`config.mk`:
```
export PLATFORM = sky130hd
export DESIGN_NAME = uc_seq
export DESIGN_NICKNAME = d
export VERILOG_FILES = /design/src/rtl/uc_pkg.sv /design/src/rtl/uc_dec.sv /design/src/rtl/uc_seq.sv
export SDC_FILE = /design/constraint.sdc
export NUM_CORES = 1
export LEC_CHECK = 0
export BUFFER_PORTS_ARGS = -buffer_cell sky130_fd_sc_hd__buf_2
export CAP_MARGIN = 20
export CELL_PAD_IN_SITES_DETAIL_PLACEMENT = 1
export CELL_PAD_IN_SITES_GLOBAL_PLACEMENT = 1
export CORE_MARGIN = 2
export CORE_UTILIZATION = 40
export CTS_CLUSTER_SIZE = 20
export DETAILED_ROUTE_END_ITERATION = 12
export GPL_ROUTABILITY_DRIVEN = 0
export PLACE_DENSITY_LB_ADDON = 0.1
export SLEW_MARGIN = 30
export SYNTH_ARGS = -nofsm -noshare
export SYNTH_HDL_FRONTEND = slang
export SYNTH_SLANG_ARGS = --single-unit
```
`constraint.sdc`:
```
create_clock -name clk -period 2.8 [get_ports clk]
set_clock_uncertainty 0.2 [all_clocks]
set_input_delay 0.56 -clock clk [delete_from_list [all_inputs] [get_ports clk]]
set_output_delay 0.56 -clock clk [all_outputs]
set_load 0.03 [all_outputs]
```
`src/rtl/uc_pkg.sv`:
```
// Shared opcode constants, control-word layout and FSM encoding for the
// microc sequencer.
package uc_pkg;

    localparam int unsigned OPC_W    = 6;
    localparam int unsigned ALUOP_W  = 3;
    localparam int unsigned ICOUNT_W = 16;

    localparam logic [ICOUNT_W-1:0] ICOUNT_MAX = {ICOUNT_W{1'b1}};

    localparam logic [OPC_W-1:0] OP_J   = 6'b010000;
    localparam logic [OPC_W-1:0] OP_JZ  = 6'b010001;
    localparam logic [OPC_W-1:0] OP_JNZ = 6'b010010;

    // Instruction classes are recognised by (Opcode & MASK) == MATCH.
    localparam logic [OPC_W-1:0] ALU_MASK  = 6'b100000;
    localparam logic [OPC_W-1:0] ALU_MATCH = 6'b100000;
    localparam logic [OPC_W-1:0] LI_MASK   = 6'b111100;
    localparam logic [OPC_W-1:0] LI_MATCH  = 6'b000100;

    typedef enum logic [1:0] {
        ST_RUN   = 2'b00,
        ST_LOOP1 = 2'b01,
        ST_HALT  = 2'b10
    } state_t;

    typedef struct packed {
        logic               s_inc;
        logic               s_inm;
        logic               we3;
        logic               wez;
        logic [ALUOP_W-1:0] op;
    } ctrl_t;

    localparam ctrl_t CTRL_IDLE = '{s_inc: 1'b0, s_inm: 1'b0, we3: 1'b0,
                                    wez: 1'b0, op: 3'b000};

    localparam ctrl_t CTRL_NOP  = '{s_inc: 1'b1, s_inm: 1'b0, we3: 1'b0,
                                    wez: 1'b0, op: 3'b000};

    function automatic logic opc_match(input logic [OPC_W-1:0] opc,
                                       input logic [OPC_W-1:0] mask,
                                       input logic [OPC_W-1:0] match);
        return (opc & mask) == match;
    endfunction

endpackage

```
`src/rtl/uc_dec.sv`:
```
// Pure combinational instruction decode: Opcode and zero flag to control word,
// plus class flags the sequencer needs for its loop detection and error flag.
module uc_dec
    import uc_pkg::*;
(
    input  logic [OPC_W-1:0] Opcode,
    input  logic             z,
    output ctrl_t            ctrl,
    output logic             is_j,
    output logic             undef
);

    always_comb begin
        ctrl  = CTRL_NOP;
        is_j  = 1'b0;
        undef = 1'b0;

        if (opc_match(Opcode, ALU_MASK, ALU_MATCH)) begin
            ctrl.op  = Opcode[4:2];
            ctrl.we3 = 1'b1;
            ctrl.wez = 1'b1;
        end else if (opc_match(Opcode, LI_MASK, LI_MATCH)) begin
            ctrl.s_inm = 1'b1;
            ctrl.we3   = 1'b1;
        end else begin
            unique case (Opcode)
                OP_J: begin
                    ctrl.s_inc = 1'b0;
                    is_j       = 1'b1;
                end
                // s_inc=0 selects the branch target, so jz branches when z=1.
                OP_JZ:   ctrl.s_inc = ~z;
                OP_JNZ:  ctrl.s_inc = z;
                default: undef = 1'b1;
            endcase
        end
    end

endmodule

```
`src/rtl/uc_seq.sv`:
```
// Microc control sequencer: zero-latency decode with terminal-jump-loop
// detection, sticky illegal-opcode flag and saturating instruction counter.
//
//   state    | meaning
//   ---------+-----------------------------------------------------------
//   ST_RUN   | normal execution
//   ST_LOOP1 | previous instruction was j; a second j means a dead loop
//   ST_HALT  | dead loop seen; outputs idle, counter frozen until reset
module uc_seq
    import uc_pkg::*;
(
    input  logic                clk,
    input  logic                reset,
    input  logic [OPC_W-1:0]    Opcode,
    input  logic                z,
    output logic                s_inc,
    output logic                s_inm,
    output logic                we3,
    output logic                wez,
    output logic [ALUOP_W-1:0]  Op,
    output logic                halted,
    output logic                illegal,
    output logic [ICOUNT_W-1:0] icount
);

    ctrl_t                dec_ctrl;
    logic                 dec_is_j;
    logic                 dec_undef;
    ctrl_t                ctrl;

    state_t               state_q,   state_d;
    logic                 halted_q,  halted_d;
    logic                 illegal_q, illegal_d;
    logic [ICOUNT_W-1:0]  icount_q,  icount_d;
    logic                 executing;

    uc_dec u_dec (
        .Opcode (Opcode),
        .z      (z),
        .ctrl   (dec_ctrl),
        .is_j   (dec_is_j),
        .undef  (dec_undef)
    );

    always_comb begin
        state_d   = state_q;
        ctrl      = dec_ctrl;
        executing = 1'b0;

        case (state_q)
            ST_RUN: begin
                executing = 1'b1;
                if (dec_is_j) begin
                    state_d = ST_LOOP1;
                end
            end
            ST_LOOP1: begin
                executing = 1'b1;
                state_d   = dec_is_j ? ST_HALT : ST_RUN;
            end
            ST_HALT: begin
                ctrl = CTRL_IDLE;
            end
            // Unreachable encoding: decode normally and recover to RUN.
            default: begin
                state_d = ST_RUN;
            end
        endcase
    end

    always_comb begin
        halted_d  = (state_d == ST_HALT);
        illegal_d = illegal_q;
        icount_d  = icount_q;
        if (executing) begin
            if (dec_undef) begin
                illegal_d = 1'b1;
            end
            if (icount_q != ICOUNT_MAX) begin
                icount_d = icount_q + 1'b1;
            end
        end
    end

    always_ff @(posedge clk or negedge reset) begin
        if (!reset) begin
            state_q   <= ST_RUN;
            halted_q  <= 1'b0;
            illegal_q <= 1'b0;
            icount_q  <= '0;
        end else begin
            state_q   <= state_d;
            halted_q  <= halted_d;
            illegal_q <= illegal_d;
            icount_q  <= icount_d;
        end
    end

    assign s_inc   = ctrl.s_inc;
    assign s_inm   = ctrl.s_inm;
    assign we3     = ctrl.we3;
    assign wez     = ctrl.wez;
    assign Op      = ctrl.op;
    assign halted  = halted_q;
    assign illegal = illegal_q;
    assign icount  = icount_q;

endmodule

```
**Word level (Yosys, flattened, before mapping)**

Index checks and enable logic that the tools add are counted.
W data, S select, Z words.

- Register bits: 20
- Input port bits: 9

- $add $sub $neg: 1
- Eq/ne operators: 8
- Muxes and demuxes: 17
- Bitwise gates (word level): 1
- Reduce and logical (&&, ||, !) cells: 5

Operators with widths:

| kind | number |
|---|---|
| $eq A6 B5 Y1 const B | 3 |
| $add A16 B1 Y16 const B | 1 |
| $ne A16 B16 Y1 const B | 1 |
| $mux W1 | 9 |
| $mux W2 | 4 |
| $mux W7 | 1 |
| $pmux W2 S3 | 1 |
| $eq A2 B2 Y1 const B | 2 |
| $eq A4 B1 Y1 const B | 1 |
| $mux W4 | 1 |
| $reduce_and A2 Y1 | 2 |
| $pmux W1 S3 | 1 |
| $reduce_or A3 Y1 | 1 |
| $eq A2 B1 Y1 const B | 1 |
| $logic_not A2 Y1 | 1 |
| $reduce_or A2 Y1 | 1 |
| $not A1 Y1 | 1 |

**Depth between registers and ports, before layout**

Gate-level depths: netlist of run 1.

- Depth in word-level cells: 7
- Depth in mapped cells: 5

**Modules after synthesis**

A second synthesis of run 1 with hierarchy kept.

- Cells, all modules: 104
- Area total of the unflattened synthesis: 1124.8 um^2

By module, submodules not included:

| module | times used | cells each | area each (um^2) | seq. area each (um^2) |
|---|---|---|---|---|
| uc_seq | 1 | 92 | 1024.7 | 500.5 |
| uc_dec | 1 | 12 | 100.1 | 0.0 |

**Worst setup path before layout of run 1**

OpenSTA, ideal clock, no wires.

- Path type: input -> output
- Start: input Opcode[5]
- End: output s_inc
- Data arrival time: 1.466 ns
- Required time: 2.040 ns
- Path slack: 0.574 ns
- Cell stages on the path: 3
- Buffers on the path: 0
- Cells stage by stage: or4b_4 -> a211oi_1 -> nor2_1

- Cells in the longest elaborated chain, start to end: 5
- Elaborated cells between the ends (all ways): 8
- Those cells by class: 4 x eq/ne; 4 x mux

RTL lines:

| element | line | text |
|---|---|---|
| start: declaration | uc_seq.sv:14 | `input logic [OPC_W-1:0] Opcode,` |
| $eq A6 B5 Y1 | uc_dec.sv:26 | `unique case (Opcode)` |
| $pmux W1 S3 | uc_dec.sv:26 |  |
| $mux W1 | uc_dec.sv:22 | `end else if (opc_match(Opcode, LI_MASK, LI_MATCH)) begin` |
| $mux W2 (*) | uc_dec.sv:18 | `if (opc_match(Opcode, ALU_MASK, ALU_MATCH)) begin` |
| $mux W7 (*) | uc_seq.sv:50 | `case (state_q)` |
| end: declaration | uc_seq.sv:16 | `output logic s_inc,` |

Every way passes the cells marked *; elsewhere a longest branch is shown, timed or not.

**Worst setup path after layout of run 1**

Same ends and word-level chain as after synthesis.

==> impl_metrics.json, run 1 <==
{
  "cp_slowest_cell": "or4b_4",
  "core_region_area_sq_um": 2455,
  "pre_cts_ws_ns": 0.3196,
  "crit_required_ns": 2.04,
  "htree_levels": 1,
  "pin_count": 34,
  "critPathMaxStageDelay_ns": 0.55,
  "synth_area_leaders": "dfrtp_1 49%, xnor2_1 7.7%, nand4_1 4.9%",
  "wl_per_cell_um": 15.50,
  "syn_to_final_growth_pct": 23.33,
  "synthesis.nets": 106,
  "grt_max_degree": 21,
  "dr.pass1.iters": 4,
  "setup_tns_ns": 0,
  "grt_pass1_vias": 867,
  "finish.utilization_pct": 51.73,
  "holdWs_ns": 0.2702,
  "slew_violations": 0,
  "path_cells": "buf_2 > or4b_4 > a211oi_1 > nor2_1 > buf_2",
  "max-vdd-ir-drop_v": 0.0003226,
  "drt-initial-drc-count": 14,
  "setup_ws_ns": 0.3067,
  "crit_family": "simple AND/OR/NAND/NOR gates",
  "start_util_pct": 41.95,
  "worstPathArrival_ns": 1.73,
  "cts_buffers": 3,
  "seq_area_frac_synth_pct": 48.60,
  "holdCritStartpoint": "state_q[0]",
  "wl_um": 2511,
  "max_freq_ghz": 0.4011,
  "critPathMaxFanout": 7,
  "die_w_um": 54.74,
  "p_leak_nw": 0.6136,
  "ctsRootBufferMaster": "clkbuf_4",
  "fillCellCount": 294,
  "r2r_start": "icount[0]",
  "synthCells": 96,
  "cts_tree": "yes",
  "clock_sinks": 20,
  "cpMostUsedCell": "buf_2",
  "rsz0062_at_grt": "no",
  "clock_path_buffers": 2,
  "synth_top_cell_area_share_pct": 48.60,
  "maxCapViolCount": 0,
  "cts_setup_buffers": 0,
  "worst_setup_path_end_kind": "primary output",
  "min_period_ns": 2.493,
  "critPathLaunch": "Opcode[5]",
  "holdCritPathClass": "reg2reg",
  "drive_gt1_share_pct": 34.09,
  "multi_input_area_sq_um": 516.7,
  "yosysWarnings": 0,
  "setup_violations": 0,
  "critPathBufInv": 2,
  "crit_type": "in2out",
  "final_antenna_net_count": 0,
  "port_buffers": 33,
  "syn-mean-instance-area_sq_um": 10.73,
  "startpoint_type": "primary input",
  "insertion_delay_ns": 0.30,
  "syn_area_sq_um": 1030,
  "finalCritPeriodShare_pct": 89.05,
  "synth_seq_cells": 20,
  "hold_violations": 0,
  "antenna_found_initial": 0,
  "yosysTopAreaCell": "dfrtp_1",
  "drc": 0,
  "worst_slew_pin_slew_ns": 0.4603,
  "rows": 18,
  "slew_headroom_pct": 69.32,
  "status": "finished clean",
  "dpl.hpwl_um": 1885,
  "vias": 887,
  "nNetsFinal": 143,
  "diodes": 0,
  "power.density_nw_per_um2": 498.9,
  "synthDistinctLibCells": 30,
  "overflow": 0,
  "via_per_inst": 5.475,
  "grt_usage_pct": 18.88,
  "path_clk_slew_ns": 0.12,
  "seq_area_sq_um": 500.5,
  "chipHeight_um": 54.74,
  "grt_pass1_wl_um": 3953,
  "die-area_sq_um": 2996
}
-- Yosys cell counts --
library cell and n:
buf_2 1, a211oi_1 1, nor4_2 1, xnor2_1 9
nor2_1 8, clkbuf_1 1, o21a_1 2, a2111oi_4 1
o21ai_1 2, mux2_1 1, nand4b_1 1, nand4_1 8
and4_1 3, nor2b_1 3, a21o_1 1, nand2_1 7
nor3b_1 1, a21oi_1 3, or4b_4 1, or4_4 1
nor4b_1 1, xor2_1 3, and3_2 3, nand3_1 7
dfrtp_1 20, inv_1 1, nor3_1 1, ha_1 1
and3_1 2, a41oi_2 1
-- layer usage --
metal	GRT usage, %	vias up	wire (um)
met4	9.583	0	40
met3	2.732	5	73
met5	0	-	0
li1	-	425	-
met2	28.97	22	1201
met1	25.59	435	1197
-- state kept, by name (all words and copies together), names as in the netlist --
register,cells
state_q,2
illegal,1
halted,1
icount,16
-- where the power goes --
part           switching, mW  total [mW]  internal, mW
sequential            0.0276       0.337         0.309
clock                 0.0947       0.174        0.0793
combinational         0.0824       0.123        0.0403
-- metrics by stage --
step / instances / power, mW / instance area [sq um]
2_1_floorplan: 96 / 0.4167 / 1030
3_3_place_gp: 157 / 0.4610 / 1224
3_5_place_dp: 157 / 0.4661 / 1224
4_1_cts: 162 / 0.6387 / 1270
5_1_grt: 162 / 0.6661 / 1270
6_report: 162 / 0.6335 / 1270
-- worst register-to-register path, cell delays in order (launching register included) --
cell and delay, ns:
dfrtp_1 0.45, ha_1 0.26, and4_1 0.28, a41oi_2 0.29, mux2_1 0.36
-- cell type report --
cell class | count | area share [%]
clock buffers | 4 | 2.857
multi-input cells | 73 | 40.69
well taps | 30 | 2.956
flip-flops and latches | 20 | 39.41
inverters | 1 | 0.2956
repair buffers | 34 | 13.79
-- placed cells by master, fill, tap and decap left out, types with 7 or more instances in the layout --
cell,Yosys,layout
dfrtp_1,20,20
nor2_1,8,8
nand2_1,7,7
nand4_1,8,8
buf_2,1,33
nand3_1,7,7
xnor2_1,9,9
-- logic make-up (layout without fill, tap and decap cells) --
kind of cell	count (synthesis)	after routing	synth area share, %
compound gates	11	11	9.600
xor+xnor	12	12	10.21
fa+ha+maj	1	1	1.215
buf+inv	3	39	1.214
flops	20	20	48.60
mux	1	1	1.093
simple gates	48	48	28.07
-- timing repair --
item                                   CTS  global route
endpoints found under the hold margin    9             0
hold buffers                             1             0
gates resized for setup                  0             0
-- final timing paths --
path	to	cells after the start	slack (ns)
min in group asynchronous	icount[15]	2	0.53
worst max-delay path	s_inc	5	0.31
worst max register to register	icount[1]	4	0.86
worst min register to register	state_q[0]	1	0.27
max in group asynchronous	state_q[0]	2	1.55
worst min-delay path	state_q[0]	1	0.27
No activity file was read; power rests on OpenSTA's default activity.
==> run 2: changes to the inputs <==
--- a/config.mk
+++ b/config.mk
@@ -14,7 +14,7 @@
 export CTS_CLUSTER_SIZE = 20
 export DETAILED_ROUTE_END_ITERATION = 12
 export GPL_ROUTABILITY_DRIVEN = 0
-export PLACE_DENSITY_LB_ADDON = 0.1
+export PLACE_DENSITY = 0.92
 export SLEW_MARGIN = 30
 export SYNTH_ARGS = -nofsm -noshare
 export SYNTH_HDL_FRONTEND = slang
==> run 2 against run 1 <==
Wire length is 1.8% higher. Register-to-register slack worse by 0.04 ns. Maximum frequency is 0.73% lower. Largest power group unchanged. Sequential power hardly changed. Final cell count stayed put. Global-route usage is 0.53 points higher. Design area stayed put. Critical path type unchanged.
==> impl_metrics.json, run 2 (same netlist as run 1, synthesis figures left out) <==
{
  "vias": 906,
  "grt_pass1_vias": 925,
  "ctsRootBufferMaster": "clkbuf_4",
  "port_buffers": 33,
  "finalPower_uw": 633.5,
  "crit_family": "simple AND/OR/NAND/NOR gates",
  "setup_tns_ns": 0,
  "startpoint_type": "primary input",
  "grt-busiest-layer": "met2",
  "min_period_ns": 2.512,
  "drive_gt1_share_pct": 34.09,
  "slew_headroom_pct": 70.75,
  "cpMostUsedCell": "buf_2",
  "via_per_inst": 5.593,
  "clock_sinks": 20,
  "finalCritPeriodShare_pct": 89.70,
  "drt-initial-drc-count": 8,
  "layout_commonest_cell": "buf_2",
  "largest_register_ffs": 16,
  "postCtsHoldBufs": 1,
  "core_region_area_sq_um": 2455,
  "critPathMaxStageDelay_ns": 0.55,
  "antenna_found_initial": 0,
  "grt_pass1_wl_um": 4126,
  "start_util_pct": 41.95,
  "p_leak_nw": 0.6136,
  "final_antenna_net_count": 0,
  "setup_violations": 0,
  "worst_setup_path_end_kind": "primary output",
  "slew_violations": 0,
  "grtUsageMet1_pct": 21.56,
  "cts_tree": "yes",
  "power.density_nw_per_um2": 498.9,
  "die_w_um": 54.74,
  "pin_count": 34,
  "status": "finished clean",
  "cts_resized": 0,
  "holdWs_ns": 0.2719,
  "hold_violations": 0,
  "worstPathArrival_ns": 1.75,
  "syn_to_final_growth_pct": 23.33,
  "rsz0062_at_grt": "no",
  "max-vdd-ir-drop_v": 0.0003470,
  "wl_um": 2556,
  "critPathBufInv": 2,
  "worst_slew_pin_slew_ns": 0.4388,
  "die-area_sq_um": 2996,
  "clock_path_buffers": 2,
  "holdCritPathClass": "reg2reg",
  "diodes": 0,
  "path_cells": "buf_2 > or4b_4 > a211oi_1 > nor2_1 > buf_2",
  "critPathMaxFanout": 7,
  "crit_type": "in2out",
  "use_met2_pct": 37.30,
  "crit_required_ns": 2.04,
  "htree_levels": 1,
  "cts_setup_buffers": 0,
  "rows": 18,
  "drc": 0,
  "max_freq_ghz": 0.3981,
  "chipHeight_um": 54.74,
  "cp_slowest_cell": "or4b_4",
  "dpl.hpwl_um": 2037,
  "fillCellCount": 284,
  "path_clk_slew_ns": 0.11,
  "maxCapViolCount": 0,
  "cts_buffers": 3,
  "nNetsFinal": 143,
  "dr.pass1.iters": 4,
  "grt_max_degree": 21,
  "insertion_delay_ns": 0.31,
  "grt_usage_pct": 19.40,
  "wl_per_cell_um": 15.78,
  "mostFrequentLayoutCells": "33 x buf_2, 20 x dfrtp_1, 9 x xnor2_1",
  "overflow": 0,
  "use_met3_pct": 2.459
}
==> run 2: cell counts in the layout (fill, tap and decap cells not counted) <==
Identical to the previous run, type by type.
==> run 2: report_power, final <==
part / internal, mW / leakage, nW / switching [mW] / total (mW)
logic: 0.0406 / 0.329 / 0.0852 / 0.126
clock network: 0.0795 / 0.0210 / 0.0912 / 0.171
registers: 0.309 / 0.263 / 0.0278 / 0.337
==> run 2: path summary, 6_finish.rpt <==
| path | depth (start not counted) | slack (ns) | start | end |
|---|---|---|---|---|
| max | 5 | 0.29 | Opcode[5] | s_inc |
| min | 1 | 0.27 | state_q[0] | state_q[0] |
| max reg2reg | 4 | 0.82 | icount[0] | icount[1] |
| min reg2reg | 1 | 0.27 | state_q[0] | state_q[0] |
| max in group asynchronous | 2 | 1.58 | reset | icount[3] |
| min in group asynchronous | 2 | 0.52 | reset | icount[12] |
==> run 2: final cells by class <==
| cell class | instances | area [sq um] | share of cell area (%) |
|---|---|---|---|
| Inverter | 1 | 3.754 | 0.2956 |
| Sequential cell | 20 | 500.5 | 39.41 |
| Multi-Input combinational cell | 73 | 516.7 | 40.69 |
| Tap cell | 30 | 37.54 | 2.956 |
| Clock buffer | 4 | 36.28 | 2.857 |
| Timing Repair Buffer | 34 | 175.2 | 13.79 |
==> run 2: stage by stage <==
step / setup slack [ns] / instances / area (sq um) / util [%]
after floorplan: 0.5743 / 96 / 1030 / -
after global placement: 0.3582 / 157 / 1224 / 49.85
after detailed placement: 0.2729 / 157 / 1224 / 49.85
after CTS: 0.2714 / 162 / 1270 / 51.73
after global routing: 0.2444 / 162 / 1270 / 51.73
final: 0.2883 / 162 / 1270 / 51.73
==> run 2: layer usage <==
layer / vias to the layer above / part of all wire (%)
met4: 0 / 1.2
met3: 3 / 4.8
met2: 33 / 55
met1: 445 / 39
met5: - / 0
li1: 425 / -
